[src/rtl/hit_judge.sv]
`default_nettype none
// ============================================================================
// Module   : hit_judge
// Function : Debounces the red/blue play buttons, judges presses against the
//            judge-cell note, and keeps score, grade counters and flash code.
// Revision : 1.0
// ============================================================================
module hit_judge #(
    parameter logic [17:0] DEBOUNCE_CYCLES = 18'd200000,
    parameter logic [23:0] FLASH_CYCLES    = 24'd5000000,
    parameter logic [15:0] PERFECT_PTS     = 16'd3,
    parameter logic [15:0] GOOD_PTS        = 16'd1
) (
    input  logic        clk,
    input  logic        rst_n,
    input  logic        red_button,
    input  logic        blue_button,
    input  logic        note_R_judge,
    input  logic        note_B_judge,
    input  logic [2:0]  offset,
    input  logic        finish,
    output logic        delete,
    output logic [15:0] score,
    output logic [9:0]  perfect_cnt,
    output logic [9:0]  good_cnt,
    output logic [9:0]  bad_cnt,
    output logic [1:0]  hit_flash
);

    localparam logic [17:0] c_DB_LAST    = DEBOUNCE_CYCLES - 18'd1;
    localparam logic [23:0] c_FLASH_LAST = FLASH_CYCLES - 24'd1;
    localparam logic [9:0]  c_CNT_MAX    = 10'h3FF;

    typedef enum logic [1:0] {
        S_PLAY = 2'd0,
        S_HOLD = 2'd1,
        S_DONE = 2'd2
    } state_t;

    state_t      r_state;
    state_t      w_state_nxt;
    logic [1:0]  w_raw;
    logic [1:0]  w_press;
    logic        w_hit;
    logic        w_bad;
    logic        w_clear;
    logic        w_perfect;
    logic [15:0] w_pts;
    logic [16:0] w_sum;
    logic [15:0] w_score_sat;

    logic        r_delete;
    logic [15:0] r_score;
    logic [9:0]  r_perfect_cnt;
    logic [9:0]  r_good_cnt;
    logic [9:0]  r_bad_cnt;
    logic [1:0]  r_flash;
    logic [23:0] r_flash_cnt;

    assign w_raw = {blue_button, red_button};

    // Index 0 is red, index 1 is blue.
    generate
        for (genvar gi = 0; gi < 2; gi++) begin : g_btn
            logic [1:0]  r_sync;
            logic [17:0] r_cnt;
            logic        r_acc;
            logic        r_acc_d;
            logic        r_press;

            always_ff @(posedge clk or negedge rst_n) begin
                if (!rst_n) begin
                    r_sync  <= 2'b00;
                    r_cnt   <= 18'd0;
                    r_acc   <= 1'b0;
                    r_acc_d <= 1'b0;
                    r_press <= 1'b0;
                end else begin
                    r_sync  <= {r_sync[0], w_raw[gi]};
                    r_acc_d <= r_acc;
                    r_press <= r_acc & ~r_acc_d;
                    if (r_sync[1] == r_acc) begin
                        r_cnt <= 18'd0;
                    end else if (r_cnt == c_DB_LAST) begin
                        r_cnt <= 18'd0;
                        r_acc <= ~r_acc;
                    end else begin
                        r_cnt <= r_cnt + 18'd1;
                    end
                end
            end

            assign w_press[gi] = r_press;
        end
    endgenerate

    always_ff @(posedge clk or negedge rst_n) begin
        if (!rst_n) begin
            r_state <= S_PLAY;
        end else begin
            r_state <= w_state_nxt;
        end
    end

    always_comb begin
        w_state_nxt = r_state;
        w_hit       = 1'b0;
        w_bad       = 1'b0;
        w_clear     = 1'b0;
        if (finish) begin
            w_state_nxt = S_DONE;
        end else begin
            case (r_state)
                S_PLAY: begin
                    // A matching press wins; the other simultaneous press is dropped.
                    if ((w_press[0] && note_R_judge) || (w_press[1] && note_B_judge)) begin
                        w_hit       = 1'b1;
                        w_state_nxt = S_HOLD;
                    end else if (|w_press) begin
                        w_bad = 1'b1;
                    end
                end
                S_HOLD: begin
                    if (!note_R_judge && !note_B_judge) begin
                        w_state_nxt = S_PLAY;
                    end
                end
                S_DONE: begin
                    w_clear     = 1'b1;
                    w_state_nxt = S_PLAY;
                end
                default: begin
                    w_state_nxt = S_PLAY;
                end
            endcase
        end
    end

    assign w_perfect   = (offset >= 3'd2) && (offset <= 3'd4);
    assign w_pts       = w_perfect ? PERFECT_PTS : GOOD_PTS;
    assign w_sum       = {1'b0, r_score} + {1'b0, w_pts};
    assign w_score_sat = w_sum[16] ? 16'hFFFF : w_sum[15:0];

    always_ff @(posedge clk or negedge rst_n) begin
        if (!rst_n) begin
            r_delete      <= 1'b0;
            r_score       <= 16'd0;
            r_perfect_cnt <= 10'd0;
            r_good_cnt    <= 10'd0;
            r_bad_cnt     <= 10'd0;
            r_flash       <= 2'd0;
            r_flash_cnt   <= 24'd0;
        end else begin
            r_delete <= w_hit;
            if (w_clear) begin
                r_score       <= 16'd0;
                r_perfect_cnt <= 10'd0;
                r_good_cnt    <= 10'd0;
                r_bad_cnt     <= 10'd0;
                r_flash       <= 2'd0;
                r_flash_cnt   <= 24'd0;
            end else if (!finish) begin
                if (w_hit) begin
                    r_score     <= w_score_sat;
                    r_flash_cnt <= c_FLASH_LAST;
                    if (w_perfect) begin
                        r_flash <= 2'd1;
                        if (r_perfect_cnt != c_CNT_MAX) r_perfect_cnt <= r_perfect_cnt + 10'd1;
                    end else begin
                        r_flash <= 2'd2;
                        if (r_good_cnt != c_CNT_MAX) r_good_cnt <= r_good_cnt + 10'd1;
                    end
                end else if (w_bad) begin
                    r_flash     <= 2'd3;
                    r_flash_cnt <= c_FLASH_LAST;
                    if (r_bad_cnt != c_CNT_MAX) r_bad_cnt <= r_bad_cnt + 10'd1;
                end else if (r_flash_cnt != 24'd0) begin
                    r_flash_cnt <= r_flash_cnt - 24'd1;
                end else begin
                    r_flash <= 2'd0;
                end
            end
        end
    end

    assign delete      = r_delete;
    assign score       = r_score;
    assign perfect_cnt = r_perfect_cnt;
    assign good_cnt    = r_good_cnt;
    assign bad_cnt     = r_bad_cnt;
    assign hit_flash   = r_flash;

endmodule
`default_nettype wire

[config.mk]
export PLATFORM = sky130hd
export DESIGN_NAME = hit_judge
export DESIGN_NICKNAME = d
export VERILOG_FILES = /design/src/rtl/hit_judge.sv
export SDC_FILE = /design/constraint.sdc
export NUM_CORES = 1
export LEC_CHECK = 0
export CORE_MARGIN = 8
export CORE_UTILIZATION = 30
export CTS_CLUSTER_DIAMETER = 60
export CTS_CLUSTER_SIZE = 28
export DETAILED_ROUTE_END_ITERATION = 8
export PLACE_DENSITY = 0.55
export SKIP_CTS_REPAIR_TIMING = 1
export SLEW_MARGIN = 20
export SYNTH_ARGS = -nofsm -noshare
export SYNTH_HDL_FRONTEND = slang
export SYNTH_SLANG_ARGS = --single-unit
[constraint.sdc]
create_clock -name clk -period 2.75 [get_ports clk]
set_input_delay 0.55 -clock clk [delete_from_list [all_inputs] [get_ports clk]]
set_output_delay 0.55 -clock clk [all_outputs]
set_load 0.02 [all_outputs]
==> metrics.md, run 1 <==
| Metric | Value |
|---|---|
| Status | complete, no violations |
| Crit start category | input port |
| Via density per instance | 4.91 |
| Leakage | 3.28 nW |
| Max cap viols | 0 |
| # nets final | 781 |
| Design Area, Final | 7970 um^2 |
| Share of layout cells above drive strength 1 | 10.1% |
| Sequential fraction of design power | 40.0% |
| Dominant synthesized flop cell | dfrtp_1 |
| CP peak stage delay | 0.46 ns |
| Vias in the first global route | 5104 |
| Starting DRT DRC Count | 269 |
| Synth area leaders | dfrtp_1 48%, xnor2_1 6.7%, nor2_1 5.5% |
| Reg2reg start | r_flash_cnt[0]$_DFFE_PN0P_ |
| Fmax | 418 MHz |
| First-pass GRT wire length | 25400 um |
| Vias | 5155 |
| Residual DRC count | 0 |
| Final hold slack | 0.0367 ns |
| Internal | 3.79 mW |
| CP arrival | 2.73 ns |
| Final cycle utilization of the critical path | 87.1% |
| Number of synthesized flops with an enable pin | 0 |
| Htree depth | 4 |
| Mapped cell area | 6300 um^2 |
| Crit path max fanout | 6 |
| Setup crit end kind | flop |
| Min-delay worst type | input port to asynchronous set/reset pin |
| Initial Util | 30.2% |
| Dpl cells | 1018 |
| Die width | 161 um |
| CTS tree | done |
| FP Rows | 53 |
| CP startpoint | offset[2] |
| Height of the die | 161 um |
| Comb power frac | 17.3% |
| WL final | 14400 um |
| Largest area contributor in the netlist | dfrtp_1 |
| Worst slack, placed | -0.0798 ns |
| Fillers | 2103 |
| Synth top area share | 48.1% |
| Slowest CP cell | clkdlybuf4s50_1 |
| Number of buffers created by CTS | 17 |
| Slew headroom | 58.5% |
| Setup Viol. Count Final | 0 |
| # IOs | 59 |
| Clock Skew | 0.00585 ns |
| Final ANT Viol Nets | 0 |
| Post-Syn Instances | 681 |
| Worst-path cell chain | clkdlybuf4s50_1 -> or3b_1 -> nand2_1 -> fa_1 -> nand3_1 -> nor2_1 -> and4_1 -> buf_4 -> a31oi_1 -> o21ai_0 |
| Area delta synth->final | 26.6% |
| Fin crit period | 2.39 ns |
| Area after DPL | 7370 um^2 |
| Max Slew Vio Count | 0 |
| DRT Pass-1 Iters | 6 |
| Worst setup path class | input port to flop |
| Final Hold Fails | 0 |
| Sw frac | 28.8% |
| PwrDens | 668 nW/um^2 |
| Drt wl/cell | 13.8 um |
| Total gr overflow | 0 |
| Die outline area | 25900 um^2 |
| RSZ-0062 raised after global routing | no |
| Worst vdd ir | 0.448 mV |
| Worst Max-Slew Pin Slew | 0.623 ns |
| Clock root buffer | clkbuf_16 |
| Largest net degree at the start of global routing | 63 |
| Ant diodes | 0 |
| Placer Congestion | 0.783 |
| Netlist cell types | 61 |
| Port bufs | 58 |
| Worst setup margin | 0.356 ns |
| Synthesized flop and latch total | 121 |
| Synthesized net count | 700 |
| Clk buf depth | 2 |
| Sequential share of the synthesized area | 48.1% |
| Clk pwr share | 42.6% |
| Worst-Skew Late Latency | 0.42 ns |
| Util after Layout | 38.3% |
| Asr flop ratio synth | 100% |
| Mapped Avg Cell Area | 9.25 um^2 |
| Syn. warnings | 0 |
| Cell Count, Final, Fillers Out | 1050 |
| Initial antenna violation count | 0 |
| HPWL after DPL | 9900 um |
| All-layer global routing usage | 11.9% |
| Most frequent cells in the layout | 121 x dfrtp_1, 92 x nor2_1, 57 x clkdlybuf4s50_1 |
| Core area | 20800 um^2 |
| Required time of the critical path | 3.08 ns |
| TritonCTS Sinks | 121 |
| CTS clk-pin slew, worst paths | 0.05 ns |
| Net Sw Power | 1.53 mW |
| Most common cell after layout, fill and taps aside | dfrtp_1 |
[Yosys cell counts (10+ instances only)]
library cell	number
a21oi_1	37
buf_2	11
clkbuf_1	16
dfrtp_1	121
inv_1	26
nand2_1	54
nand3_1	34
nand4_1	14
nor2_1	93
nor3_1	31
nor4_1	17
o21ai_0	37
o31ai_1	12
or3_1	10
or4_1	10
xnor2_1	48
xor2_1	10
[state kept, by name (all words and copies together), names as in the netlist, 4 cells and up]
register and cells:
g_btn.r_cnt 36, score 16, good_cnt 10, bad_cnt 10
perfect_cnt 10, g_btn.r_sync 4, r_flash_cnt 24
[metrics by stage]
stage	power, mW	TNS (ns)
after detailed placement	3.08	-0.589
after CTS	5.39	0
after global placement	3.06	-0.0565
after global routing	5.66	0
final	5.32	0
after floorplan	2.81	0
[worst max-delay path, delay by kind of cell]
family / cells / cell delay [ns]
fa+ha+maj: 1 / 0.24
compound gates: 2 / 0.20
buf+inv: 2 / 0.61
simple gates: 5 / 1.12
[kinds of logic after synthesis]
kind of cell	Yosys count	share of synthesized area, %
simple gates	307	25.2
compound gates	126	12.4
flops	121	48.1
xor+xnor	58	8.07
buf+inv	55	3.50
fa+ha+maj	9	1.91
mux	5	0.834
[path summary, 6_finish.rpt]
path                       cells past startpoint  slack (ns)                           end
max                                           10        0.36         score[15]$_DFFE_PN0P_
min                                            1        0.04    perfect_cnt[8]$_DFFE_PN0P_
max reg2reg                                    7        0.40   r_flash_cnt[20]$_DFFE_PN0P_
min reg2reg                                    0        0.35  g_btn[0].r_sync[1]$_DFF_PN0_
max in group asynchronous                      2        1.92   g_btn[1].r_cnt[4]$_DFF_PN0_
min in group clk                               0        0.35  g_btn[0].r_sync[1]$_DFF_PN0_
[power by group through the flow]
stage                     registers, mW  logic (mW)  clock network [mW]
after detailed placement           2.16       0.926                   0
after CTS                          2.13       0.930                2.34
final                              2.13       0.922                2.27
after global placement             2.15       0.909                   0
after floorplan                    2.11       0.704                   0
after global routing               2.16        1.07                2.43
[area by class of cell]
type / count / area (um^2) / area share [%]
clock buffer: 24 / 482 / 6.04
multi-input combinational: 505 / 3050 / 38.3
clock inverter: 8 / 118 / 1.48
timing repair buffer: 91 / 851 / 10.7
tap: 275 / 344 / 4.32
sequential: 121 / 3030 / 38.0
inverter: 26 / 97.6 / 1.22
[routing by layer]
layer | vias up | track usage, % | share of wire (%)
met1 | 2472 | 15.0 | 49
met4 | 0 | 3.75 | 1.3
li1 | 2591 | - | -
met2 | 76 | 18.9 | 46
met5 | - | 0 | 0
met3 | 16 | 3.89 | 4.4
(Power assumes the default switching activity.)
==> run 2, diff against run 1 <==
--- a/config.mk
+++ b/config.mk
@@ -5,6 +5,7 @@
 export SDC_FILE = /design/constraint.sdc
 export NUM_CORES = 1
 export LEC_CHECK = 0
+export ABC_CLOCK_PERIOD_IN_PS = 2750
 export CORE_MARGIN = 8
 export CORE_UTILIZATION = 30
 export CTS_CLUSTER_DIAMETER = 60
==> results of run 2 <==
Same layout as run 1: the final DEF is identical, and so are final timing and power.
==> run 3, diff against run 2 <==
--- a/config.mk
+++ b/config.mk
@@ -11,6 +11,7 @@
 export CTS_CLUSTER_DIAMETER = 60
 export CTS_CLUSTER_SIZE = 28
 export DETAILED_ROUTE_END_ITERATION = 8
+export GPL_TIMING_DRIVEN = 0
 export PLACE_DENSITY = 0.55
 export SKIP_CTS_REPAIR_TIMING = 1
 export SLEW_MARGIN = 20
==> metrics.md, run 3 (same netlist as run 1, synthesis figures left out) <==
| Metric | Value |
|---|---|
| Status | complete, no violations |
| Number of flip-flops under the largest register name | 36 (unchanged) |
| Final ANT Viol Nets | 0 (unchanged) |
| Worst Max-Slew Pin Slew | 0.940 ns (+0.317 ns) |
| Initial antenna violation count | 0 (unchanged) |
| Die width | 161 um (unchanged) |
| Util after Layout | 37.8% (-0.46 points) |
| Fillers | 2132 (+1.4%) |
| FP Rows | 53 (unchanged) |
| Leakage | 3.19 nW (-2.7%) |
| Reg2reg start | r_flash_cnt[0]$_DFFE_PN0P_ |
| Residual DRC count | 0 (unchanged) |
| Routed length on met2 | 6750 um (+2.5%) |
| Starting DRT DRC Count | 308 (+14%) |
| All-layer global routing usage | 11.6% (-0.29 points) |
| Setup crit end kind | flop |
| Final cycle utilization of the critical path | 93.5% (+6.4 points) |
| Share of layout cells above drive strength 1 | 8.29% (-1.8 points) |
| Setup_tns | 0 ns (unchanged) |
| First-pass GRT wire length | 24700 um (-2.7%) |
| CP startpoint | offset[2] |
| Slew headroom | 36.8% (-22 points) |
| Die outline area | 25900 um^2 (unchanged) |
| Clock root buffer | clkbuf_16 |
| Vias | 5192 (+0.72%) |
| Via density per instance | 4.96 (+1.0%) |
| Worst setup path class | input port to flop |
| Setup Viol. Count Final | 0 (unchanged) |
| Htree depth | 4 (unchanged) |
| Met3 wire len | 662 um (+5.2%) |
| Total Power | 5.33 mW (+0.15%) |
| Height of the die | 161 um (unchanged) |
| Placer Congestion | 0.808 (+3.2%) |
| Largest Register | g_btn.r_cnt |
| Number of buffers created by CTS | 17 (unchanged) |
| M1 wire length | 7080 um (+0.61%) |
| Worst-Skew Late Latency | 0.42 ns (about the same) |
| HPWL after DPL | 10100 um (+1.7%) |
| Worst vdd ir | 0.429 mV (-4.2%) |
| TritonCTS Sinks | 121 (unchanged) |
| Worst setup margin | 0.179 ns (-0.177 ns) |
| Core area | 20800 um^2 (unchanged) |
| CTS tree | done |
| # IOs | 59 (unchanged) |
| Clock Skew | 0.00523 ns (-0.000613 ns) |
| Clk buf depth | 2 (unchanged) |
| Top layer in use | met4 |
| Most common cell after layout, fill and taps aside | dfrtp_1 |
| Fmax | 389 MHz (-6.9%) |
| # nets final | 778 (-0.38%) |
| Most frequent cells in the layout | 121 x dfrtp_1, 92 x nor2_1, 57 x clkdlybuf4s50_1 |
| CP arrival | 2.90 ns (+0.17 ns) |
| DRT Pass-1 Iters | 6 (unchanged) |
| Largest net degree at the start of global routing | 95 (+51%) |
| Vias in the first global route | 4887 (-4.3%) |
| Hold Path Origin | g_btn[0].r_sync[0]$_DFF_PN0_ |
| Required time of the critical path | 3.08 ns (about the same) |
| PwrDens | 677 nW/um^2 (+1.4%) |
| Worst slack, placed | -0.582 ns (-0.502 ns) |
| Fin crit period | 2.57 ns (+0.177 ns) |
| Initial Util | 30.2% (unchanged) |
| Ant diodes | 0 (unchanged) |
| Crit start category | input port |
| Final hold slack | 0.356 ns (+0.319 ns) |
| Crit path max fanout | 9 (+3) |
| RSZ-0062 raised after global routing | no |
| Max cap viols | 0 (unchanged) |
| Reg2Reg Setup Slack | 0.39 ns (about the same) |
| Port bufs | 58 (unchanged) |
| Total gr overflow | 0 (unchanged) |
| WL final | 14600 um (+1.3%) |
| Min-delay worst type | flop to flop |
| Final Hold Fails | 0 (unchanged) |
| CTS clk-pin slew, worst paths | 0.06 ns (about the same) |
| Max Slew Vio Count | 0 (unchanged) |
| Area delta synth->final | 25.1% |
| Drt wl/cell | 14.0 um (+1.6%) |
[run 3: changes by cell type in the layout (fill, tap and decap cells not counted), sizes merged]
cell and change:
buf -20, clkbuf +12, clkinvlp +3, clkinv +1, dlygate4sd3 +1
[run 3: cell type report]
type                    instances  area [um^2]  share of cell area (%)
well taps                     275          344                    4.37
multi-input cells             505         3060                    38.8
flip-flops and latches        121         3030                    38.4
inverters                      26         97.6                    1.24
clock inverters                12          149                    1.89
plain buffers                  28          121                    1.54
repair buffers                 60          623                    7.91
clock buffers                  20          457                    5.80
[run 3: power by group]
| part | switching [mW] | internal [mW] | total [mW] |
|---|---|---|---|
| logic | 0.568 | 0.364 | 0.932 |
| registers | 0.199 | 1.93 | 2.13 |
| clock network | 0.808 | 1.46 | 2.27 |
[run 3: worst paths after layout]
kind                                                 to  cells past startpoint
max reg2reg                 r_flash_cnt[20]$_DFFE_PN0P_                      7
min                        g_btn[0].r_sync[1]$_DFF_PN0_                      0
min in group asynchronous    perfect_cnt[7]$_DFFE_PN0P_                      2
max in group asynchronous       good_cnt[2]$_DFFE_PN0P_                      3
max                               score[13]$_DFFE_PN0P_                      9
min reg2reg                g_btn[0].r_sync[1]$_DFF_PN0_                      0
[run 3: metrics by stage]
step	std cells	instance area (um^2)
after global placement	1014	7220
after global routing	1047	7880
final	1047	7880
after detailed placement	1015	7250
after floorplan	681	6300
after CTS	1047	7860
[run 3: worst max-delay path, stage by stage]
cell	delay, ns
clkdlybuf4s50_1	0.46
or3b_1	0.40
nand2_1	0.14
fa_1	0.25
nand3_1	0.22
nor2_2	0.25
and4_2	0.38
a31oi_1	0.07
o21ai_0	0.17
[run 3: per-layer routing]
metal | up-vias | global-route usage, %
li1 | 2591 | -
met1 | 2494 | 15.1
met2 | 95 | 18.3
met3 | 12 | 3.17
met4 | 0 | 3.66
met5 | - | 0
